[src/rtl/sm_arb_pkg.sv]
// Shared definitions for the data-memory bus arbiter: state encoding,
// owner-index width and the default burst limit.
package sm_arb_pkg;

    typedef enum logic [1:0] {
        ARB_IDLE   = 2'd0,
        ARB_GRANT  = 2'd1,
        ARB_LOCKED = 2'd2
    } arb_state_e;

    localparam int unsigned OWNER_W       = 2;
    localparam int unsigned MAX_BURST_DEF = 8;

endpackage

[src/rtl/sm_rr_pick.sv]
// Combinational round-robin picker: first requester at or after i_start
// (wrapping modulo N) that is not excluded.
module sm_rr_pick
    import sm_arb_pkg::*;
#(
    parameter int unsigned N = 2
)(
    input  logic [N-1:0]       i_req,
    input  logic [OWNER_W-1:0] i_start,
    input  logic [N-1:0]       i_excl,
    output logic [N-1:0]       o_gnt,
    output logic [OWNER_W-1:0] o_idx,
    output logic               o_valid
);

    localparam int unsigned SEL_W = (N > 1) ? $clog2(N) : 1;

    logic [N-1:0] w_cand;

    assign w_cand = i_req & ~i_excl;

    // Scan candidates in rotating order, keeping the first hit
    always_comb begin
        int unsigned j;
        o_gnt   = '0;
        o_idx   = '0;
        o_valid = 1'b0;
        j       = 0;
        for (int unsigned k = 0; k < N; k++) begin
            j = (32'(i_start) + k) % N;
            if (!o_valid && w_cand[SEL_W'(j)]) begin
                o_gnt[SEL_W'(j)] = 1'b1;
                o_idx            = OWNER_W'(j);
                o_valid          = 1'b1;
            end
        end
    end

endmodule

[src/rtl/sm_bus_arbiter.sv]
// Round-robin arbiter sharing the data-memory bus between up to four masters.
// Registered grant, single-cycle transfers, optional locked bursts.
// Build option: SM_ARB_BURST_LIMIT_EN caps a locked burst at MAX_BURST transfers.
module sm_bus_arbiter
    import sm_arb_pkg::*;
#(
    parameter int unsigned MASTERS   = 2,
    parameter int unsigned AW        = 32,
    parameter int unsigned DW        = 32,
    parameter int unsigned MAX_BURST = MAX_BURST_DEF
)(
    input  logic                  clk,
    input  logic                  rst_n,
    input  logic [MASTERS-1:0]    m_req,
    input  logic [MASTERS-1:0]    m_lock,
    input  logic [MASTERS-1:0]    m_we,
    input  logic [MASTERS*AW-1:0] m_addr,
    input  logic [MASTERS*DW-1:0] m_wdata,
    output logic [MASTERS-1:0]    m_gnt,
    output logic [DW-1:0]         m_rdata,
    output logic [AW-1:0]         s_addr,
    output logic                  s_we,
    output logic [DW-1:0]         s_wdata,
    input  logic [DW-1:0]         s_rdata,
    output logic [OWNER_W-1:0]    owner
);

    localparam logic [OWNER_W-1:0] LAST_RST = OWNER_W'(MASTERS - 1);

    // Reject unsupported configurations at elaboration
    if (MASTERS < 2 || MASTERS > 4 || MAX_BURST < 1) begin : g_bad_cfg
        $error("sm_bus_arbiter: MASTERS must be 2..4 and MAX_BURST >= 1");
    end

    arb_state_e         r_state, w_state_nx;
    logic [MASTERS-1:0] r_gnt, w_gnt_nx;
    logic [OWNER_W-1:0] r_owner, w_owner_nx;
    logic [OWNER_W-1:0] r_last, w_last_nx;
    logic [OWNER_W-1:0] w_start;
    logic [MASTERS-1:0] w_xfer_vec;
    logic               w_xfer;
    logic               w_hold;
    logic               w_limit;
    logic [MASTERS-1:0] w_pick_gnt;
    logic [OWNER_W-1:0] w_pick_idx;
    logic               w_pick_valid;

    assign w_start    = (r_last == LAST_RST) ? '0 : r_last + OWNER_W'(1);
    assign w_xfer_vec = r_gnt & m_req;
    assign w_xfer     = |w_xfer_vec;
    assign w_hold     = |(w_xfer_vec & m_lock);

`ifdef SM_ARB_BURST_LIMIT_EN
    localparam int unsigned CNT_W = $clog2(MAX_BURST + 1);

    logic [CNT_W-1:0] r_cnt, w_cnt_nx;

    assign w_limit = w_hold && (r_cnt == CNT_W'(MAX_BURST - 1));

    // Locked-burst transfer counter
    always_ff @(posedge clk or negedge rst_n) begin
        if (!rst_n) begin
            r_cnt <= '0;
        end else begin
            r_cnt <= w_cnt_nx;
        end
    end
`else
    assign w_limit = 1'b0;
`endif

    // Next requester after the round-robin pointer, skipping the current owner
    sm_rr_pick #(
        .N (MASTERS)
    ) u_pick (
        .i_req   (m_req),
        .i_start (w_start),
        .i_excl  (r_gnt),
        .o_gnt   (w_pick_gnt),
        .o_idx   (w_pick_idx),
        .o_valid (w_pick_valid)
    );

    // Arbiter state, grant, owner and round-robin pointer
    always_ff @(posedge clk or negedge rst_n) begin
        if (!rst_n) begin
            r_state <= ARB_IDLE;
            r_gnt   <= '0;
            r_owner <= '0;
            r_last  <= LAST_RST;
        end else begin
            r_state <= w_state_nx;
            r_gnt   <= w_gnt_nx;
            r_owner <= w_owner_nx;
            r_last  <= w_last_nx;
        end
    end

    // Next-state: keep a locking owner, otherwise hand over round-robin
    always_comb begin
        w_state_nx = r_state;
        w_gnt_nx   = r_gnt;
        w_owner_nx = r_owner;
        w_last_nx  = r_last;
`ifdef SM_ARB_BURST_LIMIT_EN
        w_cnt_nx   = r_cnt;
`endif
        case (r_state)
            ARB_IDLE: begin
                if (w_pick_valid) begin
                    w_state_nx = ARB_GRANT;
                    w_gnt_nx   = w_pick_gnt;
                    w_owner_nx = w_pick_idx;
                    w_last_nx  = w_pick_idx;
                end
            end
            ARB_GRANT, ARB_LOCKED: begin
                if (w_hold && !w_limit) begin
                    w_state_nx = ARB_LOCKED;
`ifdef SM_ARB_BURST_LIMIT_EN
                    w_cnt_nx   = r_cnt + CNT_W'(1);
`endif
                end else if (w_pick_valid) begin
                    w_state_nx = ARB_GRANT;
                    w_gnt_nx   = w_pick_gnt;
                    w_owner_nx = w_pick_idx;
                    w_last_nx  = w_pick_idx;
`ifdef SM_ARB_BURST_LIMIT_EN
                    w_cnt_nx   = '0;
`endif
                end else if (w_limit) begin
                    // Burst capped but nobody else waiting: restart the same owner
                    w_state_nx = ARB_GRANT;
`ifdef SM_ARB_BURST_LIMIT_EN
                    w_cnt_nx   = '0;
`endif
                end else begin
                    w_state_nx = ARB_IDLE;
                    w_gnt_nx   = '0;
`ifdef SM_ARB_BURST_LIMIT_EN
                    w_cnt_nx   = '0;
`endif
                end
            end
            default: begin
                w_state_nx = ARB_IDLE;
                w_gnt_nx   = '0;
`ifdef SM_ARB_BURST_LIMIT_EN
                w_cnt_nx   = '0;
`endif
            end
        endcase
    end

    // Route the transferring owner's fields to the matrix; zeros otherwise
    always_comb begin
        s_addr  = '0;
        s_wdata = '0;
        s_we    = 1'b0;
        if (w_xfer) begin
            s_addr  = AW'(m_addr >> (32'(r_owner) * AW));
            s_wdata = DW'(m_wdata >> (32'(r_owner) * DW));
            s_we    = |(w_xfer_vec & m_we);
        end
    end

    assign m_gnt   = r_gnt;
    assign owner   = r_owner;
    assign m_rdata = s_rdata;

endmodule
[config.mk]
export PLATFORM = sky130hd
export DESIGN_NAME = sm_bus_arbiter
export DESIGN_NICKNAME = d
export VERILOG_FILES = /design/src/rtl/sm_arb_pkg.sv /design/src/rtl/sm_rr_pick.sv /design/src/rtl/sm_bus_arbiter.sv
export SDC_FILE = /design/constraint.sdc
export NUM_CORES = 1
export LEC_CHECK = 0
export BUFFER_PORTS_ARGS = -buffer_cell sky130_fd_sc_hd__buf_2
export CAP_MARGIN = 20
export CORE_AREA = 2 2 105 107
export CTS_CLUSTER_SIZE = 8
export DETAILED_ROUTE_END_ITERATION = 7
export DIE_AREA = 0 0 107 109
export PLACE_DENSITY_LB_ADDON = 0.05
export SETUP_SLACK_MARGIN = 0.3
export SYNTH_ARGS = -nofsm -noshare
export SYNTH_HDL_FRONTEND = slang
export SYNTH_SLANG_ARGS = --single-unit
[constraint.sdc]
create_clock -name clk -period 2.6 [get_ports clk]
set_input_delay 0.26 -clock clk [delete_from_list [all_inputs] [get_ports clk]]
set_output_delay 0.26 -clock clk [all_outputs]
set_load 0.02 [all_outputs]
### Yosys cells after proc, flatten, opt, wreduce, memory -nomap -nowiden

Index checks and enable logic that the tools add are counted.

| operators by class | value |
|---|---|
| add/subtract/negate cells | 2 |
| $mul | 0 |
| div/mod/pow operators | 0 |
| order comparisons | 4 |
| equal/unequal tests | 5 |
| shift operators | 2 |
| mux-type cells | 32 |
| bitwise gates (word level) | 6 |
| reductions and logical operators | 12 |

Operators with widths:

| cell | count |
|---|---|
| $shr A64 B7 Y32 | 2 |
| $mux W32 | 2 |
| $mux W2 | 12 |
| $pmux W2 S2 | 4 |
| $mux W1 | 12 |
| $and A2 B2 Y2 | 4 |
| $reduce_or A2 Y1 | 4 |
| $eq A2 B1 Y1 const B | 2 |
| $lt A1 B2 Y1 const B | 2 |
| $reduce_and A2 Y1 | 2 |
| $logic_and A1 B1 Y1 | 3 |
| $add A1 B1 Y1 const B | 2 |
| $demux W1 S1 | 2 |
| $eq A2 B2 Y1 const B | 1 |
| $ge A1 B1 Y1 const B | 2 |
| $logic_not A2 Y1 | 1 |
| $ne A2 B1 Y1 const B | 1 |
| $ne A2 B2 Y1 const B | 1 |
| $not A2 Y2 | 1 |
| $or A2 B2 Y2 | 1 |
| $reduce_bool A2 Y1 | 1 |
| $logic_not A1 Y1 | 1 |

| word-level totals | value |
|---|---|
| flip-flop bits (word level) | 8 |
| latch bits | 0 |
| memory bits (writable) | 0 |
| ROM bits | 0 |
| output and inout bits | 101 |
| memories kept | 0 |

### Logic depth before layout (Yosys ltp)

Gate-level depths: netlist of the first run.

| depth | value |
|---|---|
| depth after elaboration | 12 |
| mapped depth | 6 |

### Cells and area by module

From an unflattened synthesis of the first run, not the netlist that was laid out.

| second synthesis, totals | value |
|---|---|
| cells, all modules | 236 |
| area, all modules | 1,776.7 µm² |

By module, submodules not included:

| module | times used | cells an instance | area an instance (µm²) | seq. area each (µm²) |
|---|---|---|---|---|
| sm_bus_arbiter | 1 | 227 | 1,721.7 | 176.4 |
| sm_rr_pick | 1 | 9 | 55.1 | 0.0 |

### Worst setup path after synthesis of the first run

No wires, ideal clock.

| timing path | value |
|---|---|
| kind | reg2out |
| start point | register r_gnt[1] (netlist: m_gnt[1]) |
| end point | output s_addr[10] |
| data arrival time | 1,385 ps |
| data required time | 2,340 ps |
| slack | 955 ps |
| stages on the path, launching flop included | 5 |
| path through | dfrtp_1 > and2_1 > a21oi_2 > clkbuf_1 > nor2_1 |

| between the ends | value |
|---|---|
| longest elaborated chain between the ends | 3 |

RTL lines:

| element | line | text |
|---|---|---|
| start, declared | sm_bus_arbiter.sv:36 | `logic [MASTERS-1:0] r_gnt, w_gnt_nx;` |
| start signal, assigned | sm_bus_arbiter.sv:93 | `r_gnt <= w_gnt_nx;` |
| $and A2 B2 Y2 | sm_bus_arbiter.sv:49 | `assign w_xfer_vec = r_gnt & m_req;` |
| $reduce_or A2 Y1 | sm_bus_arbiter.sv:50 | `assign w_xfer = \|w_xfer_vec;` |
| $mux W32 | sm_bus_arbiter.sv:160 | `if (w_xfer) begin` |
| end, declared | sm_bus_arbiter.sv:21 | `output logic [AW-1:0] s_addr,` |

No other way between the ends.

### Final worst setup path of the first run

| timing path | value |
|---|---|
| start point | register r_gnt[1] (netlist: m_gnt[1]) |
| end point | output s_addr[25] |

Same word-level chain as after synthesis.

==> results.md, run 1 <==
* Synth area leader: mux2i_1
* Clock share of power at 7.4%
* Max cap viols at 0
* Most common cell in the netlist: nor2_1
* Setup TNS at 0 ps
* Internal power at 0.0009857 W
* Cell area after synthesis at 1588 um2
* Routed WL at 6.612 mm
* Io pins at 269
* Critical path data arrival time at 1740 ps
* Final Hold Fails at 0
* DRC violations left at 0
* CTS Buffer Depth at 2
* Slew Viols, Final at 0
* Skew-Pair Late Insertion Delay at 230 ps
* Layout area overhead at 63.20%
* Post-Syn Area per Cell at 7.489 um2
* First-pass GRT wire length at 8.901 mm
* Sw Pwr at 0.001079 W
* Detailed-route via count at 2022
* Critical path required time at 2340 ps
* # clock sinks at 6
* Pin count of the biggest net entering global routing at 44
* Wire per inst at 12.74 um
* Final setup margin at 601.9 ps
* Clk root buf: clkbuf_8
* Min Tclk post-route at 1998 ps
* EDFF count, synth at 0
* Die area at 11660 um2
* LEAKAGE at 1.528 nW
* Clock Skews at 0.8742 ps
* Post-synthesis mux area share at 43.18%
* CTS tree: yes
* Post-CTS setup buffer count at 0
* Post-route clock period utilization at 76.85%
* Post-synthesis adder-cell area fraction at 1.576%
* Hold_ws at 396.4 ps
* Layout cells sized above 1 at 58.31%
* Status: complete, no violations
* Synth Register Bits at 6
* Top-area cell type share of the netlist area at 40.35%
* P per Cell Area at 796.9 nW/um2
* Hold crit path type: input port to asynchronous set/reset pin
* Synth Net Count at 382
* Synth cell count leaders: 65 x nor2_1, 64 x mux2i_1, 33 x buf_4
* Initial antenna violation count at 0
* Compound-Gate Fraction of Synth Area at 5.753%
* Row cnt at 38
* CTS clock-pin slew for the worst setup and hold paths at 40 ps
* Syn Inst Count at 212
* H-tree levels at 1
* WS Path Type: flip-flop to output pin
* Ant. Diodes at 0
* Die H at 109 um
* Synth area leaders: mux2i_1 40%, buf_4 16%, nor2_1 15%
* Via density at 3.896
* Place WS at 838.5 ps
* Logic pwr share at 79.3%
* Sequential Power Share at 13.3%
* Antenna-violating nets left at 0
* Top_reg_cell synth: dfrtp_1
* Crit-path max FO at 43
* Cell variety after synth at 31
* GRT Util Overall at 9.575%
* Initial Util at 14.98%
* Simple-gate portion of the synthesized area at 20.09%
* Core Util, Final at 24.44%
* First-pass detailed-route iteration total at 4
* # fillers at 1184
* Peak supply drop at 0.0002562 V
* GPL Wtd Cong at 0.6952
* Warnings from Yosys at 0
* 1st-iter DRT viols at 110
* Largest family of logic cells by synthesized area: multiplexers
* FMAX at 500.5 MHz
* Final Setup Violations at 0
* Critical Path Source Type: flip-flop
* Grt ovf at 0
* Unrepaired setup endpoints after global routing: no
* Post-Synth XOR/XNOR Area at 0%
* Die width at 107 um
* Hpwl dp at 5.562 mm
* Net count, final at 550
* Synth async-reset ratio at 100.0%
* CP Capture Type: output pin
* Sequential share of the synthesized area at 9.535%
* CTS Buf Count at 3
* Core box area at 10600 um2
* Number of global-route vias before repair at 1764
* Sw Share at 52.27%
* IO Port Bufs at 203
[area by class of cell]
type                       instances  area [um2]  area share, %
multi-input combinational        158        1132          43.70
timing repair buffer             209        1076          41.53
tap                              140       175.2          6.760
sequential                         6       155.1          5.987
clock buffer                       4       45.04          1.738
inverter                           2       7.507         0.2897
[through the flow]
stage,instances,instance area (um2),total power (W)
after floorplan,212,1588,0.001476
after global placement,514,2536,0.001961
after detailed placement,514,2536,0.001936
after CTS,519,2591,0.002100
after global routing,519,2591,0.002229
final,519,2591,0.002065
[registers in the layout, summed over array words and instances (netlist names)]
name / flops
m_gnt: 2
r_state: 2
r_last: 1
owner: 1
[repair_timing]
action                    CTS  global route
hold buffers                1             0
hold endpoints to repair    5             0
resized for setup           0             0
[layer usage]
metal	global-route usage, %	vias to the layer above	wire length (um)	part of all wire (%)
met5	0	-	0	0
met4	1.577	0	25	0.38
met3	2.271	4	638	9.6
met2	20.06	123	3656	55
met1	9.551	880	2291	35
li1	-	1015	-	-
[layout by cell type (no fill, tap or decap), drive strengths merged]
cell,instances
a211oi,1
a21oi,3
mux2,4
o21bai,1
nand2b,2
dfstp,1
a22o,1
mux2i,64
a32oi,1
dfrtp,5
or3,1
conb,1
dlygate4sd3,1
o21ai,1
nand2,2
nor2,65
inv,2
buf,208
a21o,2
o21a,1
clkbuf,4
nand4,2
and2,2
ha,2
and2b,1
a32o,1
[worst paths after layout]
kind / slack [ps] / cells past startpoint / to / startpoint
max reg2reg: 920 / 6 / owner[0] / r_state[0]
max in group asynchronous: 1970 / 2 / r_last[0] / rst_n
min in group clk: 450 / 3 / r_state[0] / m_lock[1]
min: 400 / 2 / m_gnt[0] / rst_n
max: 600 / 5 / s_addr[25] / m_gnt[1]
min reg2reg: 540 / 1 / r_state[1] / r_state[1]
[critical path, stage by stage, from the launching register on]
cell and delay [ps]:
dfrtp_1 420, and2_1 220, a21oi_4 150, buf_4 410, nor2_1 100, buf_2 180
[cells by family after synthesis]
group                      Yosys count
and+or+nand+nor                     75
other                                1
DFF                                  6
muxes                               68
AOI/OAI and AO/OA                   12
adders and majority gates            2
buffers and inverters               48
[power by group through the flow]
stage | Combinational (W) | Sequential (W) | Clock (W)
final | 0.00164 | 0.000274 | 0.000154
after floorplan | 0.00128 | 0.000198 | 0
after global routing | 0.00178 | 0.000289 | 0.000164
after CTS | 0.00166 | 0.000281 | 0.000158
after global placement | 0.00168 | 0.000280 | 0
after detailed placement | 0.00165 | 0.000283 | 0
Note: power is estimated with default switching activity, not from simulation.
==> run 2, diff against run 1 <==
--- a/config.mk
+++ b/config.mk
@@ -5,6 +5,7 @@
 export SDC_FILE = /design/constraint.sdc
 export NUM_CORES = 1
 export LEC_CHECK = 0
+export ABC_AREA = 1
 export BUFFER_PORTS_ARGS = -buffer_cell sky130_fd_sc_hd__buf_2
 export CAP_MARGIN = 20
 export CORE_AREA = 2 2 105 107
==> constraint.sdc (replaced) <==
create_clock -name clk -period 1.8 [get_ports clk]
set_input_delay 0.18 -clock clk [delete_from_list [all_inputs] [get_ports clk]]
set_output_delay 0.18 -clock clk [all_outputs]
set_load 0.02 [all_outputs]
==> run 2 against run 1 <==
  * Largest power group unchanged
  * Worst setup slack worse by 510 ps
  * Sequential cell count unchanged
  * First-iteration DRC count down 28%
  * Sequential power down 4%
  * Worst hold slack worse by 87 ps
  * Cell area up 31%
  * Sequential share of layout area down 1.5 points
  * Utilization up 7.7 points
  * Via count up 21%
==> results.md, run 2 <==
* Critical path required time at 1620 ps (-720 ps)
* Layout area overhead at 77.61%
* GPL Wtd Cong at 0.7505 (+8.0%)
* Ant. Diodes at 0 (unchanged)
* Syn Inst Count at 296 (+40%)
* Synth area leader: mux2_2
* Place WS at 344.3 ps (-494.2 ps)
* Detailed-route via count at 2450 (+21%)
* Die width at 107 um (unchanged)
* DRC violations left at 0 (unchanged)
* Clk root buf: clkbuf_8
* CTS Buffer Depth at 2 (unchanged)
* Pin count of the biggest net entering global routing at 52 (+18%)
* 1st-iter DRT viols at 79 (-28%)
* EDFF count, synth at 0 (unchanged)
* Cell area after synthesis at 1917 um2 (+21%)
* Slew Viols, Final at 0 (unchanged)
* Met3 WL post-DR at 560 um (-12%)
* Worst reg2reg endpoint: m_gnt[0]
* Final setup margin at 90.46 ps (-511.5 ps)
* Sw Pwr at 0.001809 W (+68%)
* DR WL met2 at 4.406 mm (+21%)
* Metal1 wirelength at 3.066 mm (+34%)
* Final Hold Fails at 0 (unchanged)
* Post-DP Area at 2873 um2 (+13%)
* H-tree levels at 1 (unchanged)
* Critical Path Source Type: flip-flop
* P per Cell Area at 1137 nW/um2 (+43%)
* Internal power at 0.002063 W (+110%)
* Hold_ws at 309.6 ps (-86.87 ps)
* Peak supply drop at 0.0004983 V (+94%)
* Top_reg_cell synth: dfrtp_1
* Synth cell count leaders: 84 x nand2_1, 73 x inv_1, 64 x mux2_2
* Initial Util at 18.08% (+3.1 points)
* Unrepaired setup endpoints after global routing: yes
* Synth Register Bits at 6 (unchanged)
* Clock Skews at 0.5580 ps (-0.3163 ps)
* Most common cell in the netlist: nand2_1
* R2R cell count at 8 (+2)
* Multi-input gate area at 1291 um2 (+14%)
* Post-route clock period utilization at 94.97%
* Via density at 3.997 (+2.6%)
* Post-Syn Area per Cell at 6.476 um2 (-14%)
* Number of global-route vias before repair at 2122 (+20%)
* Sw Share at 46.72% (-5.5 points)
* Routed WL at 8.174 mm (+24%)
* FMAX at 585.0 MHz
* Status: complete, no violations
* Skew-Pair Late Insertion Delay at 230 ps (about the same)
* # fillers at 1184 (unchanged)
* RR Startpoint: r_state[1]
* Sequential Power Share at 6.8% (-6.5 points)
* Critical path data arrival time at 1530 ps (-210 ps)
* GRT Util Overall at 11.13% (+1.6 points)
* # clock sinks at 6 (unchanged)
* Top-area cell type share of the netlist area at 37.60% (-2.7 points)
* Initial antenna violation count at 0 (unchanged)
* Synth area leaders: mux2_2 38%, nand2_1 16%, inv_1 14%
* Sequential Area at 152.6 um2 (-1.6%)
* CTS Buf Count at 3 (unchanged)
* Hold crit path type: input port to asynchronous set/reset pin
* Sequential share of the synthesized area at 7.898% (-1.6 points)
* Hpwl dp at 5.779 mm (+3.9%)
* Crit-path max FO at 5 (-88%)
* Clock share of power at 5.6% (-1.8 points)
* Finished Cell Area at 3405 um2 (+31%)
* Pwr Total at 0.003872 W (+88%)
* Commonest non-fill, non-tap cell in the layout: buf_2
* CTS tree: yes
* Synth Net Count at 466 (+22%)
* Row cnt at 38 (unchanged)
* Setup TNS at 0 ps (unchanged)
* CP Capture Type: output pin
* Core box area at 10600 um2 (unchanged)
* Most frequent cells in the layout: 179 x buf_2, 68 x nand2_1, 57 x inv_1
* IO Port Bufs at 203 (unchanged)
* Synth async-reset ratio at 100.0% (unchanged)
* Top Metal Used: met4
* CTS clock-pin slew for the worst setup and hold paths at 40 ps (about the same)
* Grt ovf at 0 (unchanged)
* Layout cells sized above 1 at 67.86% (+9.6 points)
* WS Path Type: flip-flop to output pin
* Io pins at 269 (unchanged)
* Min Tclk post-route at 1710 ps
* Max cap viols at 0 (unchanged)
* Final Setup Violations at 0 (unchanged)
* Net count, final at 644 (+17%)
* LEAKAGE at 2.265 nW (+48%)
* Wire per inst at 13.33 um (+4.7%)
* Worst reg-to-reg setup slack at 570 ps (-350 ps)
* Cell variety after synth at 18 (-42%)
* Antenna-violating nets left at 0 (unchanged)
* First-pass detailed-route iteration total at 4 (unchanged)
* First-pass GRT wire length at 10.27 mm (+15%)
* Warnings from Yosys at 0 (unchanged)
* Die area at 11660 um2 (unchanged)
* Logic pwr share at 87.6% (+8.3 points)
* Die H at 109 um (unchanged)
[run 2: cell count changes after synthesis, sizes merged, moves of 5 or more]
cell,change
buf,+5
mux2i,-64
mux2,+60
nand3,+10
nand2,+82
inv,+72
nor2,-61
clkbuf,-5
[run 2: worst max path at each step]
stage / from / end / slack, ps / depth (start not counted)
6_report: owner[0] / s_wdata[2] / 90 / 6
5_1_grt: owner[0] / s_wdata[2] / 60 / 6
4_1_cts: owner[0] / s_wdata[20] / 110 / 6
3_5_place_dp: owner[0] / s_wdata[5] / 340 / 5
3_3_place_gp: owner[0] / s_wdata[5] / 360 / 5
2_1_floorplan: owner[0] / s_wdata[11] / 340 / 5
[run 2: through the flow]
stage,utilization (%),std cells
CTS,28.32,606
global placement,27.09,598
finish,32.11,613
floorplan,-,296
global route,32.11,613
detailed placement,27.09,598
[run 2: per-layer routing]
layer	track usage [%]	up-vias
met2	22.57	123
met3	2.212	11
met5	0	-
met1	11.48	1102
met4	3.061	0
li1	-	1214
[run 2: cell type report]
| type | count | share of cell area [%] |
|---|---|---|
| flip-flops and latches | 6 | 4.484 |
| multi-input cells | 170 | 37.93 |
| inverters | 74 | 8.159 |
| well taps | 140 | 5.145 |
| repair buffers | 219 | 42.96 |
| clock buffers | 4 | 1.323 |
[run 2: power by group through the flow]
stage	combinational, W	sequential (W)	clock [W]
after floorplan	0.00191	0.000282	0
after global routing	0.00365	0.000274	0.000231
after CTS	0.00279	0.000269	0.000220
after global placement	0.00260	0.000262	0
after detailed placement	0.00259	0.000263	0
final	0.00339	0.000264	0.000218
[run 2: timing repair]
item / in CTS / in global routing
hold buffers: 1 / 0
buffers inserted: 1 / 2
gates cloned: 2 / 5
setup endpoints to repair: 64 / 64
pin swaps: 0 / 3
endpoints found under the hold margin: 6 / 0
resized for setup: 2 / 99
[run 2: critical path: stages, from the launching register on]
cell and delay [ps]:
dfrtp_2 450, buf_12 160, clkbuf_16 160, mux2_4 300, nand2_2 70, inv_2 40
buf_6 120
[run 2: kinds of logic (layout without fill, tap and decap cells)]
group,count (synthesis),in the layout,share of synthesized area (%)
DFF,6,6,7.898
other,1,1,0.1956
adders and majority gates,2,2,1.305
AOI/OAI and AO/OA,3,3,1.697
buffers and inverters,120,297,30.74
muxes,64,64,37.60
and+or+nand+nor,100,100,20.56
==> run 3, diff against run 2 <==
--- a/config.mk
+++ b/config.mk
@@ -5,7 +5,6 @@
 export SDC_FILE = /design/constraint.sdc
 export NUM_CORES = 1
 export LEC_CHECK = 0
-export ABC_AREA = 1
 export BUFFER_PORTS_ARGS = -buffer_cell sky130_fd_sc_hd__buf_2
 export CAP_MARGIN = 20
 export CORE_AREA = 2 2 105 107
==> constraint.sdc (replaced) <==
create_clock -name clk -period 1.6 [get_ports clk]
set_input_delay 0.16 -clock clk [delete_from_list [all_inputs] [get_ports clk]]
set_output_delay 0.16 -clock clk [all_outputs]
set_load 0.02 [all_outputs]
==> run 3 against run 2 <==
  * The flow now finishes with violations (negative setup slack)
  * Register-to-register slack lost 600 ps
  * Clock skew hardly changed
  * Clock-buffer cell count did not move
  * Largest cell class unchanged
  * Highest routed layer unchanged
==> results.md, run 3 (synthesized netlist as in run 1, its figures left out) <==
* Setup TNS at -820.8 ps (-820.8 ps)
* GRT Util Overall at 11.10% (-0.032 points)
* # fillers at 1116 (-5.7%)
* FMAX at 610.2 MHz
* Min Tclk post-route at 1639 ps
* LEAKAGE at 1.748 nW (-23%)
* Failing checks: negative setup slack
* Sequential Area at 157.7 um2 (+3.3%)
* First-pass detailed-route iteration total at 4 (unchanged)
* Final Setup Violations at 56 (+56)
* RR Startpoint: r_state[1]
* Detailed-route via count at 2216 (-9.6%)
* DRC violations left at 0 (unchanged)
* P per Cell Area at 1456 nW/um2 (+28%)
* Critical path data arrival time at 1480 ps (-50 ps)
* Die H at 109 um (unchanged)
* # clock sinks at 6 (unchanged)
* Routed WL at 7.761 mm (-5.1%)
* Worst reg2reg endpoint: owner[0]
* CP Capture Type: output pin
* Number of global-route vias before repair at 2032 (-4.2%)
* Pwr Total at 0.005054 W (+31%)
* Met3 Usage GRT at 2.152% (-0.060 points)
* R2R cell count at 6 (-2)
* Status: finished, violations left
* Hold_ws at 285.4 ps (-24.11 ps)
* Skew-Pair Late Insertion Delay at 230 ps (about the same)
* Wire per inst at 14.45 um (+8.4%)
* Critical path required time at 1440 ps (-180 ps)
* Antenna-violating nets left at 0 (unchanged)
* Max cap viols at 0 (unchanged)
* Unrepaired setup endpoints after global routing: yes
* CTS Buf Count at 3 (unchanged)
* Io pins at 269 (unchanged)
* Met1 GRT Util at 12.36% (+0.88 points)
* CTS clock-pin slew for the worst setup and hold paths at 40 ps (about the same)
* CTS tree: yes
* CTS Buffer Depth at 2 (unchanged)
* Worst reg-to-reg setup slack at -30 ps (-600 ps)
* 1st-iter DRT viols at 72 (-8.9%)
* First-pass GRT wire length at 10.29 mm (+0.19%)
* H-tree levels at 1 (unchanged)
* M2 GR Usage at 21.25% (-1.3 points)
* WS Path Type: flip-flop to output pin
* Via density at 4.127 (+3.2%)
* Layout cells sized above 1 at 76.32% (+8.5 points)
* Most frequent cells in the layout: 159 x buf_2, 52 x mux2i_1, 44 x buf_6
* Multi-input gate area at 1443 um2 (+12%)
* Final Hold Fails at 0 (unchanged)
* Row cnt at 38 (unchanged)
* Final setup margin at -38.91 ps (-129.4 ps)
* Crit-path max FO at 8 (+3)
* Layout area overhead at 118.7%
* Die width at 107 um (unchanged)
* Peak supply drop at 0.0006656 V (+34%)
* Post-route clock period utilization at 102.4%
* Critical Path Source Type: flip-flop
* Net count, final at 568 (-12%)
* Die area at 11660 um2 (unchanged)
* Initial antenna violation count at 0 (unchanged)
* Grt ovf at 0 (unchanged)
* Hold crit path type: input port to asynchronous set/reset pin
* Commonest non-fill, non-tap cell in the layout: buf_2
* GPL Wtd Cong at 0.7093 (-5.5%)
* IO Port Bufs at 203 (unchanged)
* Initial Util at 14.98% (-3.1 points)
* Core box area at 10600 um2 (unchanged)
* Pin count of the biggest net entering global routing at 25 (-52%)
* Hpwl dp at 5.639 mm (-2.4%)
* Slew Viols, Final at 0 (unchanged)
* Clk root buf: clkbuf_8
* Ant. Diodes at 0 (unchanged)
* GRT busiest layer: met2
* Clock Skews at 0.4049 ps (-0.1530 ps)
==> run 3: cell types whose count changed in the layout (fill, tap and decap cells not counted), sizes merged, moves of 10 or more <==
cell,change
buf,+10
nand2,-82
mux2,-60
nor2,+61
nand3,-10
inv,-72
mux2i,+64
==> run 3: per-layer routing <==
metal	part of all wire, %	wire (um)
met5	0	0
met4	1.1	85
met3	8.2	637
met2	55	4270
met1	36	2768
==> run 3: final cells by class <==
cell class	count	area share [%]
multi-input cells	158	41.55
clock buffers	4	1.297
inverters	2	0.2162
well taps	140	5.045
repair buffers	227	47.35
flip-flops and latches	6	4.541
==> run 3: stage by stage <==
step / cells / setup WS (ps) / cell area [um2] / utilization, %
after global routing: 537 / -83.56 / 3472 / 32.75
final: 537 / -38.91 / 3472 / 32.75
after floorplan: 212 / 29.00 / 1673 / -
after detailed placement: 518 / -0.8904 / 2658 / 25.06
after global placement: 518 / 1.216 / 2658 / 25.06
after CTS: 534 / -37.41 / 3161 / 29.81
==> run 3: how the worst max path moves through the flow <==
stage | startpoint | endpoint | depth (start not counted)
after global placement | r_state[1] | owner[0] | 6
after global routing | m_gnt[1] | s_addr[10] | 6
after detailed placement | r_state[1] | owner[0] | 6
after floorplan | r_state[1] | owner[0] | 6
after CTS | m_gnt[1] | s_addr[10] | 6
final | m_gnt[1] | s_wdata[12] | 6
==> run 3: power breakdown <==
group	internal (W)	switching (W)	total, W
Combinational	0.00228	0.00219	0.00447
Sequential	0.000243	0.0000803	0.000324
Clock	0.000173	0.0000865	0.000260
==> run 3: critical path, cell delays in order, from the launching register on <==
cell       delay (ps)
dfrtp_2           400
and2_4            150
a21oi_4           150
buf_12            170
clkbuf_16         180
nor2_2             50
buf_6             130
==> run 3: timing repair <==
| item | in CTS | in global routing |
|---|---|---|
| hold buffers | 1 | 0 |
| cloned | 3 | 2 |
| endpoints found under the hold margin | 6 | 0 |
| pin swaps | 10 | 13 |
| setup endpoints to repair | 71 | 72 |
| resized for setup | 88 | 73 |
| buffers inserted | 8 | 1 |
